$ cat config.mk
export PLATFORM = sky130hd
export DESIGN_NAME = normalize_seq_flat
export DESIGN_NICKNAME = d
export VERILOG_FILES = /design/src/rtl/normalize_pkg.sv /design/src/rtl/normalize_seq_if.sv /design/src/rtl/normalize_seq_divider.sv /design/src/rtl/normalize_seq.sv /design/src/flat_wrapper.sv
export SDC_FILE = /design/constraint.sdc
export NUM_CORES = 1
export LEC_CHECK = 0
export ABC_AREA = 1
export CORE_MARGIN = 5
export CORE_UTILIZATION = 48
export DETAILED_ROUTE_END_ITERATION = 8
export PLACE_DENSITY = 0.8
export SLEW_MARGIN = 20
export SYNTH_ARGS = -nofsm -noshare
export SYNTH_HDL_FRONTEND = slang
export SYNTH_HIERARCHICAL = 1
export SYNTH_SLANG_ARGS = --single-unit
$ cat constraint.sdc
create_clock -name clk -period 7.25 [get_ports clk]
set_clock_uncertainty 0.05 [all_clocks]
set_input_delay 1.0875 -clock clk [delete_from_list [all_inputs] [get_ports clk]]
set_output_delay 1.0875 -clock clk [all_outputs]
set_load 0.01 [all_outputs]
$ cat src/rtl/normalize_pkg.sv
// Shared types and helpers for the sequential layer-norm normaliser.
// Holds the control FSM encoding, quotient width and result clamp.
package normalize_pkg;

  typedef enum logic [1:0] {
    IDLE,
    SETUP,
    ITER,
    DONE
  } state_e;

  function automatic int qw(input int dw, input int frac);
    return dw + 1 + frac;
  endfunction

  function automatic logic signed [63:0] sat_clamp(
    input logic signed [63:0] v,
    input int                 dw
  );
    logic signed [63:0] hi;
    logic signed [63:0] lo;
    hi = (64'sd1 <<< (dw - 1)) - 64'sd1;
    lo = -(64'sd1 <<< (dw - 1));
    if (v > hi) return hi;
    if (v < lo) return lo;
    return v;
  endfunction

endpackage

$ cat src/rtl/normalize_seq_if.sv
// Vector handshake bundle between statistics stage and affine stage.
// master drives the request side, slave is the normaliser.
interface normalize_seq_if #(
  parameter int N  = 4,
  parameter int DW = 16
);
  logic                   in_valid;
  logic                   in_ready;
  logic [N-1:0][DW-1:0]   x;
  logic [DW-1:0]          mean;
  logic [DW-1:0]          stddev;
  logic                   out_valid;
  logic                   out_ready;
  logic [N-1:0][DW-1:0]   norm_x;
  logic                   div_zero;

  modport master (
    output in_valid, x, mean, stddev, out_ready,
    input  in_ready, out_valid, norm_x, div_zero
  );

  modport slave (
    input  in_valid, x, mean, stddev, out_ready,
    output in_ready, out_valid, norm_x, div_zero
  );
endinterface

$ cat src/rtl/normalize_seq_divider.sv
// Unsigned restoring divider, one quotient bit per cycle, MSB first.
// done and quotient are valid during the final iteration cycle.
module seq_divider #(
  parameter int W = 25
) (
  input  logic         clk,
  input  logic         rst,
  input  logic         start,
  input  logic [W-1:0] dividend,
  input  logic [W-1:0] divisor,
  output logic         busy,
  output logic         done,
  output logic [W-1:0] quotient
);
  localparam int CW = $clog2(W + 1);

  logic [W-1:0]  rem_q, rem_d;
  logic [W-1:0]  dq_q, dq_d;
  logic [W-1:0]  dvs_q, dvs_d;
  logic [CW-1:0] cnt_q, cnt_d;
  logic          busy_q, busy_d;

  logic [W:0]    shifted;
  logic [W:0]    trial;
  logic [W-1:0]  step_rem;
  logic [W-1:0]  step_dq;

  always_comb begin
    shifted  = {rem_q, dq_q[W-1]};
    trial    = shifted - {1'b0, dvs_q};
    step_rem = trial[W] ? shifted[W-1:0] : trial[W-1:0];
    step_dq  = {dq_q[W-2:0], ~trial[W]};
  end

  always_comb begin
    rem_d  = rem_q;
    dq_d   = dq_q;
    dvs_d  = dvs_q;
    cnt_d  = cnt_q;
    busy_d = busy_q;
    if (start) begin
      rem_d  = '0;
      dq_d   = dividend;
      dvs_d  = divisor;
      cnt_d  = CW'(W);
      busy_d = 1'b1;
    end else if (busy_q) begin
      rem_d = step_rem;
      dq_d  = step_dq;
      cnt_d = cnt_q - CW'(1);
      if (cnt_q == CW'(1)) busy_d = 1'b0;
    end
  end

  always_ff @(posedge clk or posedge rst) begin
    if (rst) begin
      rem_q  <= '0;
      dq_q   <= '0;
      dvs_q  <= '0;
      cnt_q  <= '0;
      busy_q <= 1'b0;
    end else begin
      rem_q  <= rem_d;
      dq_q   <= dq_d;
      dvs_q  <= dvs_d;
      cnt_q  <= cnt_d;
      busy_q <= busy_d;
    end
  end

  assign busy     = busy_q;
  assign done     = busy_q && (cnt_q == CW'(1));
  assign quotient = step_dq;

endmodule

$ cat src/rtl/normalize_seq.sv
// Layer-norm element normaliser: (x[i] - mean) / stddev per element,
// sharing one bit-serial divider across the whole vector.
module normalize_seq
  import normalize_pkg::*;
#(
  parameter int N    = 4,
  parameter int DW   = 16,
  parameter int FRAC = 8,
  parameter bit SAT  = 1'b1
) (
  input logic            clk,
  input logic            rst,
  normalize_seq_if.slave bus
);
  localparam int QW = qw(DW, FRAC);
  localparam int IW = (N > 1) ? $clog2(N) : 1;

  state_e               state_q, state_d;
  logic [IW-1:0]        idx_q, idx_d;
  logic [N-1:0][DW-1:0] x_q, x_d;
  logic [N-1:0][DW-1:0] res_q, res_d;
  logic [N-1:0][DW-1:0] norm_q, norm_d;
  logic [DW-1:0]        mean_q, mean_d;
  logic [DW-1:0]        sd_q, sd_d;
  logic                 neg_q, neg_d;
  logic                 dneg_q, dneg_d;
  logic                 dzero_q, dzero_d;
  logic                 divz_q, divz_d;

  logic                 div_start;
  logic                 div_busy;
  logic                 div_done;
  logic [QW-1:0]        div_q;
  logic [QW-1:0]        div_dvd;
  logic [QW-1:0]        div_dvs;

  logic signed [DW:0]   diff;
  logic [DW:0]          diff_mag;
  logic signed [DW:0]   sd_ext;
  logic [DW:0]          sd_mag;
  logic signed [QW:0]   sq;
  logic [DW-1:0]        elem;

  always_comb begin
    diff     = (DW+1)'($signed(x_q[idx_q])) - (DW+1)'($signed(mean_q));
    diff_mag = diff[DW] ? (DW+1)'(-diff) : (DW+1)'(diff);
    sd_ext   = (DW+1)'($signed(sd_q));
    sd_mag   = sd_ext[DW] ? (DW+1)'(-sd_ext) : (DW+1)'(sd_ext);
    div_dvd  = {diff_mag, {FRAC{1'b0}}};
    div_dvs  = QW'(sd_mag);
  end

  assign div_start = (state_q == SETUP) && !div_busy;

  seq_divider #(.W(QW)) u_div (
    .clk     (clk),
    .rst     (rst),
    .start   (div_start),
    .dividend(div_dvd),
    .divisor (div_dvs),
    .busy    (div_busy),
    .done    (div_done),
    .quotient(div_q)
  );

  // Zero divisor overrides both saturate and wrap modes.
  always_comb begin
    sq   = neg_q ? -$signed({1'b0, div_q}) : $signed({1'b0, div_q});
    elem = '0;
    if (sd_q == '0) begin
      if (dzero_q)     elem = '0;
      else if (dneg_q) elem = {1'b1, {(DW-1){1'b0}}};
      else             elem = {1'b0, {(DW-1){1'b1}}};
    end else if (SAT) begin
      elem = DW'(sat_clamp(64'(sq), DW));
    end else begin
      elem = sq[DW-1:0];
    end
  end

  always_comb begin
    state_d = state_q;
    idx_d   = idx_q;
    x_d     = x_q;
    mean_d  = mean_q;
    sd_d    = sd_q;
    neg_d   = neg_q;
    dneg_d  = dneg_q;
    dzero_d = dzero_q;
    res_d   = res_q;
    norm_d  = norm_q;
    divz_d  = divz_q;
    unique case (state_q)
      IDLE: begin
        if (bus.in_valid) begin
          x_d     = bus.x;
          mean_d  = bus.mean;
          sd_d    = bus.stddev;
          idx_d   = '0;
          state_d = SETUP;
        end
      end
      SETUP: begin
        neg_d   = diff[DW] ^ sd_q[DW-1];
        dneg_d  = diff[DW];
        dzero_d = (diff == '0);
        state_d = ITER;
      end
      ITER: begin
        if (div_done) begin
          res_d[idx_q] = elem;
          if (idx_q == IW'(N - 1)) begin
            norm_d  = res_d;
            divz_d  = (sd_q == '0);
            state_d = DONE;
          end else begin
            idx_d   = idx_q + IW'(1);
            state_d = SETUP;
          end
        end
      end
      DONE: begin
        if (bus.out_ready) state_d = IDLE;
      end
      default: state_d = IDLE;
    endcase
  end

  always_ff @(posedge clk or posedge rst) begin
    if (rst) begin
      state_q <= IDLE;
      idx_q   <= '0;
      x_q     <= '0;
      mean_q  <= '0;
      sd_q    <= '0;
      neg_q   <= 1'b0;
      dneg_q  <= 1'b0;
      dzero_q <= 1'b0;
      res_q   <= '0;
      norm_q  <= '0;
      divz_q  <= 1'b0;
    end else begin
      state_q <= state_d;
      idx_q   <= idx_d;
      x_q     <= x_d;
      mean_q  <= mean_d;
      sd_q    <= sd_d;
      neg_q   <= neg_d;
      dneg_q  <= dneg_d;
      dzero_q <= dzero_d;
      res_q   <= res_d;
      norm_q  <= norm_d;
      divz_q  <= divz_d;
    end
  end

  assign bus.in_ready  = (state_q == IDLE);
  assign bus.out_valid = (state_q == DONE);
  assign bus.norm_x    = norm_q;
  assign bus.div_zero  = divz_q;

endmodule
$ cat src/flat_wrapper.sv
// flat-port wrapper written by rule: the top's interface ports become plain ports
module normalize_seq_flat import normalize_pkg::*;
#(
  parameter int N    = 4,
  parameter int DW   = 16,
  parameter int FRAC = 8,
  parameter bit SAT  = 1'b1
)
  (clk, rst, bus_in_valid, bus_x, bus_mean, bus_stddev, bus_out_ready, bus_in_ready, bus_out_valid, bus_norm_x, bus_div_zero);
  normalize_seq_if #(.N(N), .DW(DW)) bus_i ();
  input logic clk;
  input logic rst;
  input wire logic [$bits(bus_i.in_valid)-1:0] bus_in_valid;
  input wire logic [$bits(bus_i.x)-1:0] bus_x;
  input wire logic [$bits(bus_i.mean)-1:0] bus_mean;
  input wire logic [$bits(bus_i.stddev)-1:0] bus_stddev;
  input wire logic [$bits(bus_i.out_ready)-1:0] bus_out_ready;
  output wire logic [$bits(bus_i.in_ready)-1:0] bus_in_ready;
  output wire logic [$bits(bus_i.out_valid)-1:0] bus_out_valid;
  output wire logic [$bits(bus_i.norm_x)-1:0] bus_norm_x;
  output wire logic [$bits(bus_i.div_zero)-1:0] bus_div_zero;
  assign bus_i.in_valid = bus_in_valid;
  assign bus_i.x = bus_x;
  assign bus_i.mean = bus_mean;
  assign bus_i.stddev = bus_stddev;
  assign bus_i.out_ready = bus_out_ready;
  assign bus_in_ready = bus_i.in_ready;
  assign bus_out_valid = bus_i.out_valid;
  assign bus_norm_x = bus_i.norm_x;
  assign bus_div_zero = bus_i.div_zero;
  normalize_seq #(.N(N), .DW(DW), .FRAC(FRAC), .SAT(SAT)) u_core (.clk(clk), .rst(rst), .bus(bus_i));
endmodule
# [Word-level counts from Yosys, hierarchy flattened]
# Index checks and enable logic that the tools add are counted.
[word_totals] regBits=305 input_bits=100 out_inout_bits=67
[classes] add_sub_neg=7 magnitude_cmp=4 n_eq_ne=9 muxes=39 bitwise_logic=2 n_reduce_logical=14
[op_table] cell="$mux 16" count=9
[op_table] cell="$mux 25" count=5
[op_table] cell="$bwmux 64" count=1
[op_table] cell="$mux 17" count=2
[op_table] cell="$bmux 16 s2" count=1
[op_table] cell="$demux 16 s2" count=1
[op_table] cell="$gt 26x16->1 const B" count=1
[op_table] cell="$lt 26x16->1 const B" count=1
[op_table] cell="$mux 26" count=1
[op_table] cell="$neg 25->26" count=1
[op_table] cell="$sub 26x17->26" count=1
[op_table] cell="$logic_not 17->1" count=1
[op_table] cell="$neg 16->17" count=1
[op_table] cell="$neg 17->17" count=1
[op_table] cell="$sub 16x16->17" count=1
[op_table] cell="$logic_not 16->1" count=1
[op_table] cell="$mux 2" count=7
[op_table] cell="$mux 5" count=2
[op_table] cell="$mux 1" count=8
[op_table] cell="$pmux 2 s4" count=1
[op_table] cell="$eq 2x2->1 const B" count=3
[op_table] cell="$ne 2x2->1 const B" count=3
[op_table] cell="$reduce_and 3->1" count=2
[op_table] cell="$eq 5x1->1 const B" count=1
[op_table] cell="other kinds (15)" count=19

# [Longest topological paths before layout]
# Gate-level depths: netlist (run 1).
[depth] word_depth=13 mapped_depth=33 mapped_depth_nobuf=31

# [Modules after synthesis]
# The synthesis (run 1) kept the hierarchy.
[modules_own_cells] mod="normalize_seq" n_inst=1 cells_each=1469 area_each_um2=12216.7 seq_area_each_um2=5405.2
[modules_own_cells] mod="seq_divider" n_inst=1 cells_each=829 area_each_um2=5699.2 seq_area_each_um2=2026.9

# [Worst setup path after synthesis (run 1)]
# OpenSTA, ideal clock, no wires.
[synth_timing] path_type="register -> register" start="reg u_core.u_div.rem_q[7]" end="reg u_core.norm_q, in the netlist u_core/bus.norm_x[11]" arrival_ns=3.218 t_required_ns=7.083 path_slack_ns=3.865 stages_incl_launch_ff=31 n_path_buf=2 path_cell_list="dfrtp_1 > ha_1 > nand2_2 > inv_1 > nand2_1 > nand2_1 > inv_2 > nand3_4 > nand2_4 > nand3_4 > nand2_4 > nand2_8 > buf_8 > inv_1 > ha_1 > nand2_2 > nor2_4 > nand3_2 > nand2_2 > nand2_1 > nand2_1 > nand2_1 > inv_1 > nand2_1 > nor2_2 > nand2_2 > nand3_4 > buf_4 > nand4_1 > nand3_1 > nand2_1"
[synth_between] elab_chain_len=12
[synth_lines] element="start: declaration" line="normalize_seq_divider.sv:17" source="logic [W-1:0] rem_q, rem_d;"
[synth_lines] element="start signal: assignment" line="normalize_seq_divider.sv:63" source="rem_q <= rem_d;"
[synth_lines] element="$sub 26x17->26 (*)" line="normalize_seq_divider.sv:30" source="trial = shifted - {1'b0, dvs_q};"
[synth_lines] element="$not 1->1 (*)" line="normalize_seq_divider.sv:32" source="step_dq = {dq_q[W-2:0], ~trial[W]};"
[synth_lines] element="named net u_core.div_q[0]" line="normalize_seq.sv:33" source="logic [QW-1:0] div_q;"
[synth_lines] element="$neg 25->26" line="normalize_seq.sv:68" source="sq = neg_q ? -$signed({1'b0, div_q}) : $signed({1'b0, div_q});"
[synth_lines] element="$mux 26 (*)" line="normalize_seq.sv:68"
[synth_lines] element="$lt 26x16->1" line="normalize_pkg.sv:25" source="if (v < lo) return lo;"
[synth_lines] element="$mux 1 (2 in series)" line="normalize_pkg.sv:25"
[synth_lines] element="$mux 1" line="normalize_seq.sv:70" source="if (sd_q == '0) begin"
[synth_lines] element="$mux 16" line="normalize_pkg.sv:26" source="return v;"
[synth_lines] element="$mux 16 (*)" line="normalize_pkg.sv:25"
[synth_lines] element="$mux 16 (*)" line="normalize_seq.sv:70"
[synth_lines] element="$bwmux 64 (*)" line="normalize_seq.sv:111" source="res_d[idx_q] = elem;"
[synth_lines] element="end signal: assignment" line="normalize_seq.sv:152" source="norm_q <= norm_d;"
[synth_lines] element="end: declaration" line="normalize_seq.sv:22" source="logic [N-1:0][DW-1:0] norm_q, norm_d;"
# The timed path passes the listed nets; every way through them passes the cells marked *. The select of a mux whose other input is x is not followed.
# A chain may end at the register's enable or synchronous reset.

# [Worst setup path in the final report (run 1)]
[layout_timing] start="reg u_core.idx_q[0]" end="reg u_core.u_div.dq_q[17]"
[layout_between] elab_chain_len=6
[layout_lines] element="start: declaration" line="normalize_seq.sv:19" source="logic [IW-1:0] idx_q, idx_d;"
[layout_lines] element="start signal: assignment" line="normalize_seq.sv:144" source="idx_q <= idx_d;"
[layout_lines] element="$bmux 16 s2 (*)" line="normalize_seq.sv:45" source="diff = (DW+1)'($signed(x_q[idx_q])) - (DW+1)'($signed(mean_q));"
[layout_lines] element="$mux 16 (not written as such) (*)" line="normalize_seq.sv:45"
[layout_lines] element="$sub 16x16->17 (*)" line="normalize_seq.sv:45"
[layout_lines] element="$neg 17->17" line="normalize_seq.sv:46" source="diff_mag = diff[DW] ? (DW+1)'(-diff) : (DW+1)'(diff);"
[layout_lines] element="$mux 17 (*)" line="normalize_seq.sv:46"
[layout_lines] element="named net u_core.diff_mag[9]" line="normalize_seq.sv:38" source="logic [DW:0] diff_mag;"
[layout_lines] element="$mux 25 (*)" line="normalize_seq_divider.sv:41" source="if (start) begin"
[layout_lines] element="end signal: assignment" line="normalize_seq_divider.sv:64" source="dq_q <= dq_d;"
[layout_lines] element="end: declaration" line="normalize_seq_divider.sv:18" source="logic [W-1:0] dq_q, dq_d;"
# Marked as above.

==> impl_metrics.json, run 1 <==
{
  "rr_worst_depth": 21,
  "crit_slowest_cell": "inv_1",
  "final_cells": 2898,
  "fmax_mhz": 230,
  "post-cts-setup-buffers": 0,
  "cap_violations": 0,
  "wl_met1_mm": 20.3,
  "fin_nets": 2563,
  "holdWs_ps": 418,
  "p_int_uw": 5590,
  "fin_crit_sh_pct": 60.0,
  "antenna_cells": 0,
  "worstPathCellList": "buf_4 > inv_1 > nor2_1 > nor2_1 > a21oi_1 > ha_1 > inv_1 > fa_1 > nand3_1 > nand2_1 > a21boi_2 > o21ai_1 > nand3_1 > o311ai_0 > nand2_1 > nand2_1 > inv_1 > o21ai_0 > xor2_1 > nand2_1 > nand3_1",
  "min_path_type": "flip-flop to flip-flop",
  "io_pins": 167,
  "cts_resized": 0,
  "drt_iter0_markers": 1021,
  "wl_met2_mm": 21.7,
  "core_um2": 36700,
  "synth-edff-count": 0,
  "crit_arrival_ps": 4730,
  "met3_length_mm": 2.43,
  "r2r_setup_slack_ps": 2900,
  "syn2layout_area_growth_pct": 16.1,
  "yosys_most_used_dff": "dfrtp_1",
  "outcome": "finished, final reports clean",
  "p_leak_uw": 0.0105,
  "grt_use_total_pct": 22.1,
  "yosys.area.top_type": "dfrtp_1",
  "yosysUniqueCellTypes": 52,
  "core.rowCount": 70,
  "synthArstFlopShare_pct": 100,
  "fillCellCount": 3206,
  "post-dp-hpwl_mm": 32.6,
  "crit_type": "flip-flop to flip-flop",
  "crit_buf_inv": 4,
  "tightest_slew_ps": 1110,
  "hold_buffers": 0,
  "dr.max_layer_used": "met4",
  "p_per_area_nw_per_um2": 518,
  "routed_via_density": 5.32,
  "die-area_um2": 41300,
  "drive_above_1_share_pct": 11.1,
  "die_y_um": 203,
  "ys_top_cells_by_area": "dfrtp_1, nand2_1, nand3_1, inv_1, mux2_2",
  "synth_seq_cells": 297,
  "clkSlewWorstSetupHoldPaths_ps": 60,
  "cts_root_buffer": "clkbuf_16",
  "overflow": 0,
  "drv_slew": 0,
  "p_clk_share_pct": 15.8,
  "required_ps": 7620,
  "critPathMaxFanout": 37,
  "synthesis.area_um2": 17900,
  "rsz0062_at_grt": "no",
  "initial_core_util_pct": 48.8,
  "netSwitchingFraction_pct": 48.1,
  "cts_tree": "done",
  "p_total_uw": 10800,
  "worstReg2RegStart": "u_core/idx_q[0]$_DFFE_PP0P_",
  "grt_pass1_wl_mm": 76.2,
  "irDropWorstVdd_v": 0.000286,
  "switching_power_uw": 5190,
  "antenna_found_initial": 0,
  "insertion_delay_ps": 550,
  "path_common_cell": "nand2_1",
  "slowest_delay_ps": 510,
  "cp_num_cells": 21,
  "ant_nets": 0,
  "seqPwrFrac_pct": 24.8,
  "finalSetupViolCount": 0,
  "slew_headroom_pct": 26.0,
  "grt_pass1_vias": 15212,
  "cts-htree-levels": 2,
  "wl_mm": 46.0,
  "crit_family": "buffers and inverters",
  "endpoint": "u_core/u_div/dq_q[17]$_DFFE_PP0P_",
  "cp-startpoint": "u_core/idx_q[0]$_DFFE_PP0P_",
  "yosysSeqAreaShare_pct": 41.5,
  "synth.most_common_cell": "nand2_1",
  "tns_ps": 0,
  "synth_area_per_cell_um2": 7.80,
  "firstDrtPassIters": 5,
  "synth_common_cells": "nand2_1, dfrtp_1, inv_1, nand3_1, nor2_1",
  "startpoint_type": "flip-flop",
  "port_buffers": 166,
  "gp_congestion": 0.901,
  "combPwrFrac_pct": 59.3,
  "hold_violations": 0,
  "wl_per_cell_um": 15.9,
  "postSynthCellCount": 2298,
  "grt_max_degree": 153,
  "end_kind": "flip-flop",
  "route.detailed.drc": 0,
  "period_needed_ps": 4350,
  "die_x_um": 203,
  "clk_path_buf_depth": 3,
  "placedCellCount": 2843,
  "yosysWarnings": 6,
  "cts_made_buffers": 34,
  "r2r-end": "u_core/u_div/dq_q[17]$_DFFE_PP0P_",
  "yosysTopAreaCellShare_pct": 41.5,
  "vias": 15418,
  "cts.sinks": 297
}
layer usage:
| layer | vias up | GRT usage [%] |
|---|---|---|
| met3 | 102 | 3.67 |
| met2 | 442 | 36.6 |
| met5 | - | 0 |
| met4 | 0 | 7.59 |
| met1 | 7280 | 29.6 |
| li1 | 7594 | - |
worst min-delay path: cells and delay by family (launching register included):
family / cells / cell delay, ps
flip-flops: 1 / 330
AND/OR/NAND/NOR: 2 / 110
power by group through the flow:
| stage | logic [µW] | clock network [µW] | registers, µW |
|---|---|---|---|
| after floorplan | 5230 | 0 | 2530 |
| after global placement | 6140 | 0 | 2660 |
| after detailed placement | 6320 | 0 | 2690 |
| after CTS | 6370 | 1740 | 2670 |
| after global routing | 7200 | 1810 | 2740 |
| final | 6400 | 1700 | 2680 |
worst min-delay path by stage:
stage                                           start                     endpoint  slack, ps  depth (start not counted)
after global placement    u_core/res_q[9]$_DFFE_PP0P_  u_core/res_q[9]$_DFFE_PP0P_        400                          2
final                     u_core/res_q[5]$_DFFE_PP0P_  u_core/res_q[5]$_DFFE_PP0P_        420                          2
after CTS                 u_core/res_q[5]$_DFFE_PP0P_  u_core/res_q[5]$_DFFE_PP0P_        420                          2
after global routing      u_core/res_q[8]$_DFFE_PP0P_  u_core/res_q[8]$_DFFE_PP0P_        440                          2
after detailed placement  u_core/res_q[8]$_DFFE_PP0P_  u_core/res_q[8]$_DFFE_PP0P_        410                          2
after floorplan           u_core/res_q[0]$_DFFE_PP0P_  u_core/res_q[0]$_DFFE_PP0P_        390                          2
layout by cell type (no fill, tap or decap), types with 66 or more instances in the layout:
| cell | instances |
|---|---|
| mux2_2 | 66 |
| dfrtp_1 | 297 |
| a21oi_1 | 78 |
| clkdlybuf4s50_1 | 166 |
| o21ai_0 | 94 |
| inv_1 | 237 |
| nor2_1 | 166 |
| nand3_1 | 198 |
| nand2_1 | 674 |
stage by stage:
stage               setup WS [ps]  area, µm²  utilization, %
detailed placement           3000      19700            53.7
global route                 2550      20800            56.7
finish                       2900      20800            56.7
CTS                          2970      20800            56.6
floorplan                     205      18000               -
global placement             3110      19700            53.7
logic make-up (layout without fill, tap and decap cells):
kind of cell	Yosys count	after routing	share of synthesized area [%]
and+or+nand+nor	1237	1237	32.0
buffers and inverters	363	479	8.86
DFF	297	297	41.5
AOI/OAI and AO/OA	224	224	6.85
muxes	66	66	4.15
xor gates and xnor gates	58	58	2.88
adders and majority gates	52	52	3.72
other	1	17	0.0209
registers in the layout, indices dropped and copies added (netlist names), 2 cells and up:
register	count
u_core/bus.norm_x	64
u_core/idx_q	2
u_core/mean_q	16
u_core/res_q	48
u_core/sd_q	16
u_core/state_q	2
u_core/u_div/cnt_q	5
u_core/u_div/dq_q	25
u_core/u_div/dvs_q	25
u_core/u_div/rem_q	25
u_core/x_q	64
area by class of cell:
| class | count | area, µm² | share of cell area, % |
|---|---|---|---|
| timing repair buffer | 179 | 1760 | 8.48 |
| sequential | 297 | 7430 | 35.7 |
| tap | 468 | 586 | 2.82 |
| clock inverter | 8 | 119 | 0.571 |
| inverter | 245 | 937 | 4.51 |
| multi-input combinational | 1654 | 8990 | 43.2 |
| clock buffer | 47 | 971 | 4.67 |
Note: power is estimated with default switching activity, not from simulation.
==> inputs of run 2 (changes only) <==
==> constraint.sdc (replaced) <==
create_clock -name clk -period 4 [get_ports clk]
set_clock_uncertainty 0.05 [all_clocks]
set_input_delay 0.6 -clock clk [delete_from_list [all_inputs] [get_ports clk]]
set_output_delay 0.6 -clock clk [all_outputs]
set_load 0.01 [all_outputs]
==> impl_metrics.json, run 2 (synthesis results as in run 1) <==
{
  "clk_path_buf_depth": 3,
  "holdWs_ps": 422,
  "tightest_slew_ps": 825,
  "post-dp-hpwl_mm": 34.4,
  "wl_mm": 48.0,
  "crit_arrival_ps": 4150,
  "grt_max_degree": 79,
  "tns_ps": 0,
  "fmax_mhz": 267,
  "core.rowCount": 70,
  "slowest_delay_ps": 400,
  "crit_type": "flip-flop to flip-flop",
  "ant_nets": 0,
  "path_common_cell": "nand2_1",
  "io_pins": 167,
  "slew_headroom_pct": 45.0,
  "period_needed_ps": 3740,
  "hold_violations": 0,
  "final_cells": 2937,
  "overflow": 0,
  "insertion_delay_ps": 510,
  "drt_iter0_markers": 1102,
  "drv_slew": 0,
  "wl_met1_mm": 20.4,
  "hold_buffers": 0,
  "crit_slowest_cell": "dfrtp_1",
  "irDropWorstVdd_v": 0.000467,
  "cap_violations": 0,
  "endpoint": "u_core/bus.norm_x[24]$_DFFE_PP0P_",
  "outcome": "finished, final reports clean",
  "core_um2": 36700,
  "cts_tree": "done",
  "worst_slack_ps": 255,
  "r2r-end": "u_core/bus.norm_x[24]$_DFFE_PP0P_",
  "required_ps": 4400,
  "die-area_um2": 41300,
  "clkSlewWorstSetupHoldPaths_ps": 60,
  "most-common-layout-cells": "nand2_1, dfrtp_1, inv_1",
  "crit_buf_inv": 2,
  "dpl_worst_slack_ps": 36.1,
  "end_kind": "flip-flop",
  "die_y_um": 203,
  "gp_congestion": 0.963,
  "finalSetupViolCount": 0,
  "crit_family": "simple AND/OR/NAND/NOR gates",
  "cp-startpoint": "u_core/u_div/rem_q[19]$_DFFE_PP0P_",
  "fin_crit_sh_pct": 93.6,
  "port_buffers": 166,
  "grt_pass1_wl_mm": 77.9,
  "routed_via_density": 5.40,
  "p_per_area_nw_per_um2": 952,
  "antenna_cells": 0,
  "r2r_setup_slack_ps": 260,
  "cp_num_cells": 25,
  "dr.max_layer_used": "met4",
  "fillCellCount": 3209,
  "cts_root_buffer": "clkbuf_16",
  "syn2layout_area_growth_pct": 20.1,
  "die_x_um": 203,
  "worstReg2RegStart": "u_core/u_div/rem_q[19]$_DFFE_PP0P_",
  "startpoint_type": "flip-flop",
  "wl_per_cell_um": 16.3,
  "drive_above_1_share_pct": 13.7,
  "grt_use_total_pct": 22.5,
  "p_leak_uw": 0.0108,
  "cts-htree-levels": 2,
  "wl_met2_mm": 22.8,
  "vias": 15856,
  "antenna_found_initial": 0,
  "initial_core_util_pct": 48.8,
  "min_path_type": "flip-flop to flip-flop",
  "cts.sinks": 297,
  "critPathMaxFanout": 7,
  "rr_worst_depth": 25,
  "met3_length_mm": 3.04,
  "fin_nets": 2600,
  "placedCellCount": 2867,
  "route.detailed.drc": 0,
  "stdcell_area_um2": 21500,
  "final_common_cell": "nand2_1",
  "firstDrtPassIters": 5,
  "grt_pass1_vias": 15846,
  "place_area_um2": 20000,
  "cts_made_buffers": 34
}
[run 2: report_power, final]
group,internal (µW),switching [µW],total [µW]
sequential,4110,770,4880
combinational,4710,7690,12400
clock,1970,1230,3200
total,10800,9690,20500
[run 2: layout make-up]
| class | count | area, µm² | area share, % |
|---|---|---|---|
| multi-input cells | 1655 | 9220 | 42.9 |
| flip-flops and latches | 297 | 7430 | 34.5 |
| repair buffers | 215 | 2200 | 10.2 |
| clock buffers | 48 | 985 | 4.58 |
| inverters | 245 | 935 | 4.34 |
| well taps | 468 | 586 | 2.72 |
| clock inverters | 9 | 155 | 0.721 |
[run 2: worst min-delay path by stage]
stage                                               to  slack [ps]                          from  cells past startpoint
after floorplan            u_core/res_q[0]$_DFFE_PP0P_         390   u_core/res_q[0]$_DFFE_PP0P_                      2
final                     u_core/res_q[33]$_DFFE_PP0P_         420  u_core/res_q[33]$_DFFE_PP0P_                      2
after global routing      u_core/res_q[22]$_DFFE_PP0P_         440  u_core/res_q[22]$_DFFE_PP0P_                      2
after CTS                 u_core/res_q[33]$_DFFE_PP0P_         420  u_core/res_q[33]$_DFFE_PP0P_                      2
after global placement    u_core/res_q[12]$_DFFE_PP0P_         400  u_core/res_q[12]$_DFFE_PP0P_                      2
after detailed placement  u_core/res_q[33]$_DFFE_PP0P_         410  u_core/res_q[33]$_DFFE_PP0P_                      2
[run 2: what timing repair did]
action	CTS	global route
buffers inserted	0	9
endpoints found under the setup margin	0	108
gates resized for setup	0	37
[run 2: worst reg2reg max path, delay by kind of cell, from the launching register on]
family / cells / cell delay (ps)
buffers and inverters: 2 / 240
adders and majority gates: 2 / 590
DFF: 1 / 400
and+or+nand+nor: 21 / 2410
[run 2: metrics by stage]
step / utilization (%) / power (µW)
4_1_cts: 57.6 / 20000
3_3_place_gp: 54.5 / 16300
5_1_grt: 58.6 / 22300
6_report: 58.6 / 20500
3_5_place_dp: 54.5 / 16700
2_1_floorplan: - / 14100
[run 2: per-layer routing]
| metal | vias to the layer above | global-route usage (%) |
|---|---|---|
| met5 | - | 0 |
| met4 | 0 | 8.65 |
| met3 | 121 | 4.10 |
| met2 | 521 | 37.3 |
| met1 | 7554 | 29.4 |
| li1 | 7660 | - |
